**src/rtl/muldiv_sequencer_pkg.sv**
```systemverilog
// muldiv_sequencer_pkg: RV32M funct encodings and sequencer state type shared by the muldiv files
package muldiv_sequencer_pkg;
    localparam logic [2:0] FUNCT3_MUL    = 3'd0;
    localparam logic [2:0] FUNCT3_MULH   = 3'd1;
    localparam logic [2:0] FUNCT3_MULHSU = 3'd2;
    localparam logic [2:0] FUNCT3_MULHU  = 3'd3;
    localparam logic [2:0] FUNCT3_DIV    = 3'd4;
    localparam logic [2:0] FUNCT3_DIVU   = 3'd5;
    localparam logic [2:0] FUNCT3_REM    = 3'd6;
    localparam logic [2:0] FUNCT3_REMU   = 3'd7;
    localparam logic [6:0] FUNCT7_MULDIV = 7'b0000001;
    typedef enum logic [2:0] {
        MDS_IDLE,
        MDS_MUL_WAIT,
        MDS_DIV_RUN,
        MDS_DIV_FIX,
        MDS_DONE
    } mds_state_t;
endpackage

```
**src/rtl/muldiv_if.sv**
```systemverilog
// muldiv_if: EX-stage bundle between the pipeline (master) and the RV32M sequencer (slave)
interface muldiv_if #(parameter int XLEN = 32);
    logic            ex_muldiv;
    logic [2:0]      ex_funct3;
    logic [XLEN-1:0] ex_rs1_data;
    logic [XLEN-1:0] ex_rs2_data;
    logic            kill;
    logic            stall;
    logic [XLEN-1:0] muldiv_result;
    logic            muldiv_done;
    modport master (
        output ex_muldiv, ex_funct3, ex_rs1_data, ex_rs2_data, kill,
        input  stall, muldiv_result, muldiv_done
    );
    modport slave (
        input  ex_muldiv, ex_funct3, ex_rs1_data, ex_rs2_data, kill,
        output stall, muldiv_result, muldiv_done
    );
endinterface

```
**src/rtl/muldiv_sequencer_div_core.sv**
```systemverilog
// muldiv_sequencer_div_core: unsigned restoring divider, one quotient bit per cycle
module muldiv_sequencer_div_core #(
    parameter int XLEN = 32
) (
    input  logic            clk,
    input  logic            rst,
    input  logic            start,
    input  logic            abort,
    input  logic [XLEN-1:0] dividend,
    input  logic [XLEN-1:0] divisor,
    output logic [XLEN-1:0] quotient,
    output logic [XLEN-1:0] remainder,
    output logic            done
);
    localparam int CW = $clog2(XLEN);
    logic [XLEN-1:0] dvs_q;
    logic [CW-1:0]   cnt;
    logic            busy;
    logic [XLEN:0]   sh, diff;
    assign sh   = {remainder, quotient[XLEN-1]};
    assign diff = sh - {1'b0, dvs_q};
    assign done = busy && cnt == CW'(XLEN-1);
    // Shift the next dividend bit into the partial remainder and subtract when it fits
    always_ff @(posedge clk) begin
        if (rst) begin
            busy      <= 1'b0;
            cnt       <= '0;
            quotient  <= '0;
            remainder <= '0;
            dvs_q     <= '0;
        end else if (abort) begin
            busy <= 1'b0;
            cnt  <= '0;
        end else if (start) begin
            busy      <= 1'b1;
            cnt       <= '0;
            quotient  <= dividend;
            remainder <= '0;
            dvs_q     <= divisor;
        end else if (busy) begin
            busy      <= !done;
            cnt       <= cnt + 1'b1;
            remainder <= diff[XLEN] ? sh[XLEN-1:0] : diff[XLEN-1:0];
            quotient  <= {quotient[XLEN-2:0], !diff[XLEN]};
        end
    end
endmodule

```
**src/rtl/muldiv_sequencer.sv**
```systemverilog
// muldiv_sequencer: RV32M multiply/divide sequencer for EX; MULDIV_DIV_CACHE_EN enables a last-division result cache
module muldiv_sequencer
    import muldiv_sequencer_pkg::*;
#(
    parameter int XLEN        = 32,
    parameter int MUL_LATENCY = 2
) (
    input logic     clk,
    input logic     rst,
    muldiv_if.slave bus
);
    localparam logic [XLEN-1:0] INT_MIN = {1'b1, {(XLEN-1){1'b0}}};
    mds_state_t        state, state_d;
    logic [2:0]        f3, op_q;
    logic [XLEN-1:0]   rs1, rs2, dvd, dvs, core_q, core_r, fix_q, fix_r, div_res_q, mul_word, cache_res;
    logic [XLEN:0]     a_ext, b_ext;
    logic [2*XLEN-1:0] prod;
    logic [2*XLEN-1:0] mul_pipe [MUL_LATENCY];
    logic [1:0]        mul_cnt;
    logic              sgn, div_zero, div_ovf, go, core_start, core_done, neg_q, rneg_q, cache_hit;
    assign f3         = bus.ex_funct3;
    assign rs1        = bus.ex_rs1_data;
    assign rs2        = bus.ex_rs2_data;
    assign sgn        = !f3[0];
    assign div_zero   = rs2 == '0;
    assign div_ovf    = sgn && rs1 == INT_MIN && rs2 == '1;
    assign go         = state == MDS_IDLE && bus.ex_muldiv && !bus.kill && !cache_hit;
    assign core_start = go && f3[2] && !div_zero && !div_ovf;
    assign dvd        = (sgn && rs1[XLEN-1]) ? -rs1 : rs1;
    assign dvs        = (sgn && rs2[XLEN-1]) ? -rs2 : rs2;
    assign a_ext      = {f3 != FUNCT3_MULHU && rs1[XLEN-1], rs1};
    assign b_ext      = {!f3[1] && rs2[XLEN-1], rs2};
    assign prod       = {{(XLEN-1){a_ext[XLEN]}}, a_ext} * {{(XLEN-1){b_ext[XLEN]}}, b_ext};
    assign mul_word   = op_q == FUNCT3_MUL ? mul_pipe[MUL_LATENCY-1][XLEN-1:0] : mul_pipe[MUL_LATENCY-1][2*XLEN-1:XLEN];
    assign fix_q      = neg_q ? -core_q : core_q;
    assign fix_r      = rneg_q ? -core_r : core_r;
    muldiv_sequencer_div_core #(.XLEN(XLEN)) u_div_core (
        .clk      (clk),
        .rst      (rst),
        .start    (core_start),
        .abort    (bus.kill),
        .dividend (dvd),
        .divisor  (dvs),
        .quotient (core_q),
        .remainder(core_r),
        .done     (core_done)
    );
`ifdef MULDIV_DIV_CACHE_EN
    logic            c_valid, c_sgn;
    logic [XLEN-1:0] c_rs1, c_rs2, c_q, c_r;
    assign cache_hit = state == MDS_IDLE && bus.ex_muldiv && f3[2] && c_valid && c_rs1 == rs1 && c_rs2 == rs2 && c_sgn == sgn;
    assign cache_res = f3[1] ? c_r : c_q;
    // Remember operands and fixed results of the last normal division that completed
    always_ff @(posedge clk) begin
        if (rst) begin
            c_valid <= 1'b0;
            c_sgn   <= 1'b0;
            c_rs1   <= '0;
            c_rs2   <= '0;
            c_q     <= '0;
            c_r     <= '0;
        end else if (state == MDS_DIV_FIX && !bus.kill) begin
            c_valid <= 1'b1;
            c_sgn   <= !op_q[0];
            c_rs1   <= rs1;
            c_rs2   <= rs2;
            c_q     <= fix_q;
            c_r     <= fix_r;
        end
    end
`else
    assign cache_hit = 1'b0;
    assign cache_res = '0;
`endif
    // State register
    always_ff @(posedge clk) begin
        if (rst) state <= MDS_IDLE;
        else     state <= state_d;
    end
    // Op latch, multiplier shift register, wait counter and divide result register
    always_ff @(posedge clk) begin
        if (rst) begin
            op_q      <= '0;
            neg_q     <= 1'b0;
            rneg_q    <= 1'b0;
            div_res_q <= '0;
            mul_cnt   <= '0;
            for (int i = 0; i < MUL_LATENCY; i++) mul_pipe[i] <= '0;
        end else begin
            mul_pipe[0] <= state == MDS_IDLE ? prod : mul_pipe[0];
            for (int i = 1; i < MUL_LATENCY; i++) mul_pipe[i] <= mul_pipe[i-1];
            mul_cnt <= state == MDS_MUL_WAIT ? mul_cnt + 1'b1 : '0;
            if (go) begin
                op_q      <= f3;
                neg_q     <= sgn && (rs1[XLEN-1] ^ rs2[XLEN-1]);
                rneg_q    <= sgn && rs1[XLEN-1];
                div_res_q <= f3[1] ? (div_zero ? rs1 : '0) : (div_zero ? '1 : INT_MIN);
            end
            if (state == MDS_DIV_FIX) div_res_q <= op_q[1] ? fix_r : fix_q;
        end
    end
    // Next state plus stall/done/result towards the pipeline
    always_comb begin
        state_d = state;
        case (state)
            MDS_IDLE:     if (go) state_d = !f3[2] ? (MUL_LATENCY == 1 ? MDS_DONE : MDS_MUL_WAIT)
                                          : (div_zero || div_ovf) ? MDS_DONE : MDS_DIV_RUN;
            MDS_MUL_WAIT: if (mul_cnt == 2'(MUL_LATENCY-2)) state_d = MDS_DONE;
            MDS_DIV_RUN:  if (core_done) state_d = MDS_DIV_FIX;
            MDS_DIV_FIX:  state_d = MDS_DONE;
            default:      state_d = MDS_IDLE;
        endcase
        if (bus.kill) state_d = MDS_IDLE;
        bus.stall         = bus.ex_muldiv && state != MDS_DONE && !bus.kill && !cache_hit;
        bus.muldiv_done   = (state == MDS_DONE || cache_hit) && !bus.kill;
        bus.muldiv_result = cache_hit ? cache_res : state == MDS_DONE ? (op_q[2] ? div_res_q : mul_word) : '0;
    end
endmodule

```
**src/flat_wrapper.sv**
```systemverilog
// flat-port wrapper written by rule: the top's interface ports become plain ports
module muldiv_sequencer_flat import muldiv_sequencer_pkg::*;
#(
    parameter int XLEN        = 32,
    parameter int MUL_LATENCY = 2
)
  (clk, rst, bus_ex_muldiv, bus_ex_funct3, bus_ex_rs1_data, bus_ex_rs2_data, bus_kill, bus_stall, bus_muldiv_result, bus_muldiv_done);
  muldiv_if #(.XLEN(XLEN)) bus_i ();
  input logic clk;
  input logic rst;
  input wire logic [$bits(bus_i.ex_muldiv)-1:0] bus_ex_muldiv;
  input wire logic [$bits(bus_i.ex_funct3)-1:0] bus_ex_funct3;
  input wire logic [$bits(bus_i.ex_rs1_data)-1:0] bus_ex_rs1_data;
  input wire logic [$bits(bus_i.ex_rs2_data)-1:0] bus_ex_rs2_data;
  input wire logic [$bits(bus_i.kill)-1:0] bus_kill;
  output wire logic [$bits(bus_i.stall)-1:0] bus_stall;
  output wire logic [$bits(bus_i.muldiv_result)-1:0] bus_muldiv_result;
  output wire logic [$bits(bus_i.muldiv_done)-1:0] bus_muldiv_done;
  assign bus_i.ex_muldiv = bus_ex_muldiv;
  assign bus_i.ex_funct3 = bus_ex_funct3;
  assign bus_i.ex_rs1_data = bus_ex_rs1_data;
  assign bus_i.ex_rs2_data = bus_ex_rs2_data;
  assign bus_i.kill = bus_kill;
  assign bus_stall = bus_i.stall;
  assign bus_muldiv_result = bus_i.muldiv_result;
  assign bus_muldiv_done = bus_i.muldiv_done;
  muldiv_sequencer #(.XLEN(XLEN), .MUL_LATENCY(MUL_LATENCY)) u_core (.clk(clk), .rst(rst), .bus(bus_i));
endmodule
```
**config.mk**
```make
export PLATFORM = sky130hd
export DESIGN_NAME = muldiv_sequencer_flat
export DESIGN_NICKNAME = d
export VERILOG_FILES = /design/src/rtl/muldiv_sequencer_pkg.sv /design/src/rtl/muldiv_if.sv /design/src/rtl/muldiv_sequencer_div_core.sv /design/src/rtl/muldiv_sequencer.sv /design/src/flat_wrapper.sv
export SDC_FILE = /design/constraint.sdc
export NUM_CORES = 2
export LEC_CHECK = 0
export BUFFER_PORTS_ARGS = -buffer_cell sky130_fd_sc_hd__buf_2
export CORE_MARGIN = 4
export CORE_UTILIZATION = 44
export CTS_CLUSTER_DIAMETER = 150
export DETAILED_ROUTE_END_ITERATION = 10
export PLACE_DENSITY = 0.69
export SYNTH_ARGS = -nofsm -noshare
export SYNTH_HDL_FRONTEND = slang
export SYNTH_SLANG_ARGS = --single-unit
```
**constraint.sdc**
```tcl
create_clock -name clk -period 19.35 [get_ports clk]
set_input_delay 1.935 -clock clk [delete_from_list [all_inputs] [get_ports clk]]
set_output_delay 1.935 -clock clk [all_outputs]
set_load 0.01 [all_outputs]
```
### Word-level counts from Yosys, hierarchy flattened

Memories as Yosys holds them, arrays and structs flattened.
Cells that the tools add are included.

| operators by class | value |
|---|---|
| bitwise gates (word level) | 5 |
| equality and inequality tests | 12 |
| $add $sub $neg | 7 |
| $mul | 1 |
| reductions and logical operators | 36 |
| mux-type cells | 32 |

Operators with widths:

| operator | number |
|---|---|
| 32-bit 2-to-1 mux | 17 |
| 64-bit 2-to-1 mux | 3 |
| 32-bit negation | 4 |
| 32-bit == test, second input constant | 2 |
| 33-bit by 33-bit multiplier with 64-bit output | 1 |
| 33-bit by 32-bit subtractor with 33-bit output | 1 |
| 32-bit zero test | 1 |
| 31-bit 2-to-1 mux | 1 |
| 1-bit logical AND | 16 |
| 3-bit 2-to-1 mux | 5 |
| 3-bit one-hot mux with 4 select lines | 1 |
| 1-bit zero test | 7 |
| 3-bit by 2-bit == test with 1-bit output, second input constant | 2 |
| 3-bit zero test | 2 |
| 5-bit by 1-bit adder with 5-bit output, second input constant | 1 |
| 5-bit == test, second input constant | 1 |
| 1-bit 2-to-1 mux | 5 |
| 2-bit inequality test, second input constant | 2 |
| 2-bit AND reduction | 2 |
| 2-bit nonzero test | 2 |
| 2-bit OR reduction | 2 |
| 3-bit by 1-bit == test with 1-bit output, second input constant | 1 |
| 3-bit == test, second input constant | 1 |
| 3-bit by 2-bit inequality test with 1-bit output, second input constant | 1 |
| 10 further kinds | 12 |

| word-level totals | value |
|---|---|
| output and inout bits | 34 |
| memory bits (writable) | 128 |
| bits of input ports | 71 |
| flip-flop bits (word level) | 144 |
| word-level logic and storage cells | 105 |
| memories kept | 1 |

Memory list:

| name | words | bits a word | read ports | clocked after Yosys merged registers in | write ports | RTL line | source |
|---|---|---|---|---|---|---|---|
| u_core.mul_pipe | 2 | 64 | 2 | 0 | 2 | muldiv_sequencer.sv:18 | `logic [2*XLEN-1:0] mul_pipe [MUL_LATENCY];` |

### Logic depth before layout (Yosys ltp)

| logic depth | value |
|---|---|
| depth in word-level cells | 8 |
| mapped depth | 30 |
| mapped depth without buffers | 27 |

### Cells and area by module

From an unflattened synthesis, not the netlist that was laid out.

| second synthesis, totals | value |
|---|---|
| cells, all modules | 6223 |
| area total of the unflattened synthesis | 53679.0 um^2 |

By module, submodules not included:

| module | instances | cells each | area an instance (um^2) | sequential area each (um^2) |
|---|---|---|---|---|
| muldiv_sequencer | 1 | 5443 | 47664.5 | 3403.3 |
| muldiv_sequencer_div_core | 1 | 780 | 6014.5 | 2042.0 |

### Worst setup path before layout

OpenSTA, ideal clock, no wires.

| timing path | value |
|---|---|
| path kind | input-to-reg |
| from | input port bus_ex_rs1_data[31] |
| to | memory u_core.mul_pipe[0][62] in the netlist's numbering |
| buffers on the path | 2 |
| data required time | 19222 ps |
| cell stages on the path | 26 |
| setup slack | 9721 ps |
| data arrival time | 9501 ps |
| setup time | 128 ps |
| path through | clkbuf_1 -> o21a_1 -> clkbuf_1 -> nand2_1 -> fa_1 -> inv_1 -> fa_1 -> fa_1 -> inv_1 -> fa_1 -> inv_1 -> fa_1 -> fa_1 -> fa_1 -> inv_1 -> fa_1 -> inv_1 -> ha_1 -> a21o_1 -> a211oi_1 -> nor3_1 -> a41oi_1 -> nand3_1 -> a41oi_1 -> xor2_1 -> o21ai_0 |

RTL lines:

| what | RTL line | source |
|---|---|---|
| start: declaration | flat_wrapper.sv:13 | `input wire logic [$bits(bus_i.ex_rs1_data)-1:0] bus_ex_rs1_data;` |
| end: declaration | muldiv_sequencer.sv:18 |  |

==> flow_summary.json <==
{
  "die_area_um2": 127900,
  "slew_viol_final": 0,
  "cts_tree": "done",
  "ys_ff_latch": 272,
  "clkLatencyLatePin_ns": 0.58,
  "hold_violations": 0,
  "remaining_drc_errors": 0,
  "status": "completed",
  "dp_hpwl_um": 118000,
  "core_area_um2": 120600,
  "finalNetCount": 7496,
  "ys_top_cells_by_count": "1,130 x inv_1, 1,126 x fa_1, 1,002 x nand2_1",
  "cts_setup_buffers": 0,
  "slowest_stage": "fa_1",
  "cp-end-kind": "register",
  "drive_above_1_share": 0.04566,
  "clock_path_buffers": 3,
  "synth-seq-area-share": 0.1013,
  "synth-edff-count": 0,
  "finalClockSkew_ns": 0.03735,
  "crit_path_max_incr_delay_ns": 0.90,
  "fin_crit_sh": 0.5425,
  "synth_area_per_cell_um2": 8.590,
  "gr-total-overflow": 0,
  "synth_top_area_frac": 0.4192,
  "drt_iter0_markers": 3915,
  "synth_area_um2": 53770,
  "wl_per_cell_um": 21.03,
  "synth.distinct_cells": 79,
  "worstMarginPinSlew_ns": 1.240,
  "yosysTopAreaCell": "fa_1",
  "crit_required_ns": 19.82,
  "crit_top_cell": "fa_1",
  "min_period_ns": 10.50,
  "drt-pass1-iter-count": 6,
  "setup_tns_ns": 0,
  "critPathKind": "input pin to register",
  "dieHeight_um": 357.6,
  "ys.flop_type": "dfxtp_1",
  "syn_to_final_growth_pct": 4.610,
  "clk_pin_slew_worst_paths_ns": 0.06,
  "grt_pass1_vias": 44280,
  "synthTopCellsByArea": "fa_1 42%, dfxtp_1 10%, inv_1 7.9%",
  "crit_start": "bus_ex_rs1_data[31]",
  "htreeDepth": 1,
  "io-pin-count": 105,
  "cts_resized": 0,
  "path_max_fanout": 38,
  "initial_utilization": 0.4458,
  "final_util": 0.4664,
  "place_congestion": 0.9475,
  "slew_headroom": 0.1714,
  "worstReg2RegStart": "u_core.u_div_core.quotient[31]",
  "synthCells": 6259,
  "antenna_found_initial": 15,
  "row_count": 127,
  "crit_path_start_kind": "input pin",
  "grtUsageTotal": 0.2562,
  "grt_max_degree": 91,
  "vias": 42890,
  "synth_nets": 7709,
  "port_buffers": 104,
  "die_w_um": 357.6,
  "grt_setup_unrepaired": "false",
  "cp_top_family": "adder cells",
  "setup_viol": 0,
  "fmax_mhz": 95.26,
  "drtAntennaViolNets": 0,
  "hold_buffers": 0,
  "crit_arrival_ns": 10.97,
  "cts.sinks": 272,
  "cts_buffers": 29,
  "path_buf_inv": 6,
  "maxCapViolations": 0,
  "min_from": "u_core.mul_cnt[0]",
  "post-synth-top-count-cell": "inv_1",
  "cts_root_buf": "clkbuf_16",
  "synthArstFlopShare": 0,
  "via_per_inst": 5.580,
  "fillerInstances": 11540,
  "grt_pass1_wl_um": 255300,
  "yosysWarnings": 0,
  "hp-class": "register to register",
  "routed_wl_um": 161600
}
[cell type report]
class / count / area (um2) / area share
Multi-Input combinational cell: 4431 / 42390 / 0.7536
Sequential cell: 272 / 5448 / 0.09686
Inverter: 1130 / 4242 / 0.07541
Tap cell: 1612 / 2017 / 0.03586
Timing Repair Buffer: 182 / 1112 / 0.01978
Clock buffer: 41 / 840.8 / 0.01495
Clock inverter: 11 / 183.9 / 0.003270
Antenna cell: 6 / 15.01 / 0.0002669
[path summary, 6_finish.rpt]
| path | endpoint | slack, ns | cells after the start |
|---|---|---|---|
| setup / recovery | u_core.mul_pipe[0][62] | 8.85 | 26 |
| hold / removal | u_core.mul_cnt[0] | 0.42 | 1 |
| setup reg to reg | u_core.u_div_core.remainder[22] | 15.09 | 14 |
| hold reg to reg | u_core.mul_cnt[0] | 0.42 | 1 |
[layout by cell type, fill, tap and decap left out, types with 78 or more instances in the layout]
cell | Yosys | layout
inv_1 | 1130 | 1130
fa_1 | 1126 | 1126
nand2_1 | 1002 | 1002
and2_1 | 351 | 351
dfxtp_1 | 272 | 270
a21oi_1 | 264 | 264
ha_1 | 253 | 253
nor2_1 | 241 | 240
o21ai_0 | 194 | 194
xnor2_1 | 115 | 115
buf_2 | 17 | 103
xor2_1 | 83 | 83
nor2b_1 | 79 | 78
buf_4 | 1 | 78
[flip-flops by register name, summed over array words and instances (netlist names)]
signal,count
u_core.u_div_core.remainder,32
u_core.div_res_q,32
u_core.rneg_q,1
u_core.u_div_core.cnt,5
u_core.neg_q,1
u_core.mul_cnt,2
u_core.mul_pipe,128
u_core.u_div_core.busy,1
u_core.op_q,3
u_core.state,3
u_core.u_div_core.dvs_q,32
u_core.u_div_core.quotient,32
[kinds of logic (layout without fill, tap and decap cells)]
kind of cell,after synthesis,in the layout,synth area share
xor gates and xnor gates,198,198,0.03225
buffers and inverters,1556,1364,0.1108
AOI/OAI and AO/OA,846,846,0.1000
DFF,272,272,0.1013
adders and majority gates,1379,1379,0.4781
other,0,6,0
and+or+nand+nor,1979,1979,0.1721
muxes,29,29,0.005399
[metal layers]
| metal | share of wire | GRT usage | up-vias |
|---|---|---|---|
| met4 | 0.047 | 0.09458 | 10 |
| li1 | - | - | 18830 |
| met5 | 0.00037 | 0 | - |
| met3 | 0.093 | 0.04933 | 396 |
| met2 | 0.46 | 0.4168 | 1967 |
| met1 | 0.40 | 0.3418 | 21690 |
[through the flow]
step	instance area, um2	std cells	setup WS (ns)	hold WS [ns]
4_1_cts	56230	7679	8.850	0.4225
3_3_place_gp	55210	7627	8.462	0.4085
3_5_place_dp	55210	7627	8.324	0.4146
6_report	56250	7685	8.852	0.4192
2_1_floorplan	53770	6259	9.721	0.4001
5_1_grt	56230	7680	8.301	0.4315
Power is not shown: default switching activity piles up to over one toggle a cycle in this logic, so the estimate is an artifact.
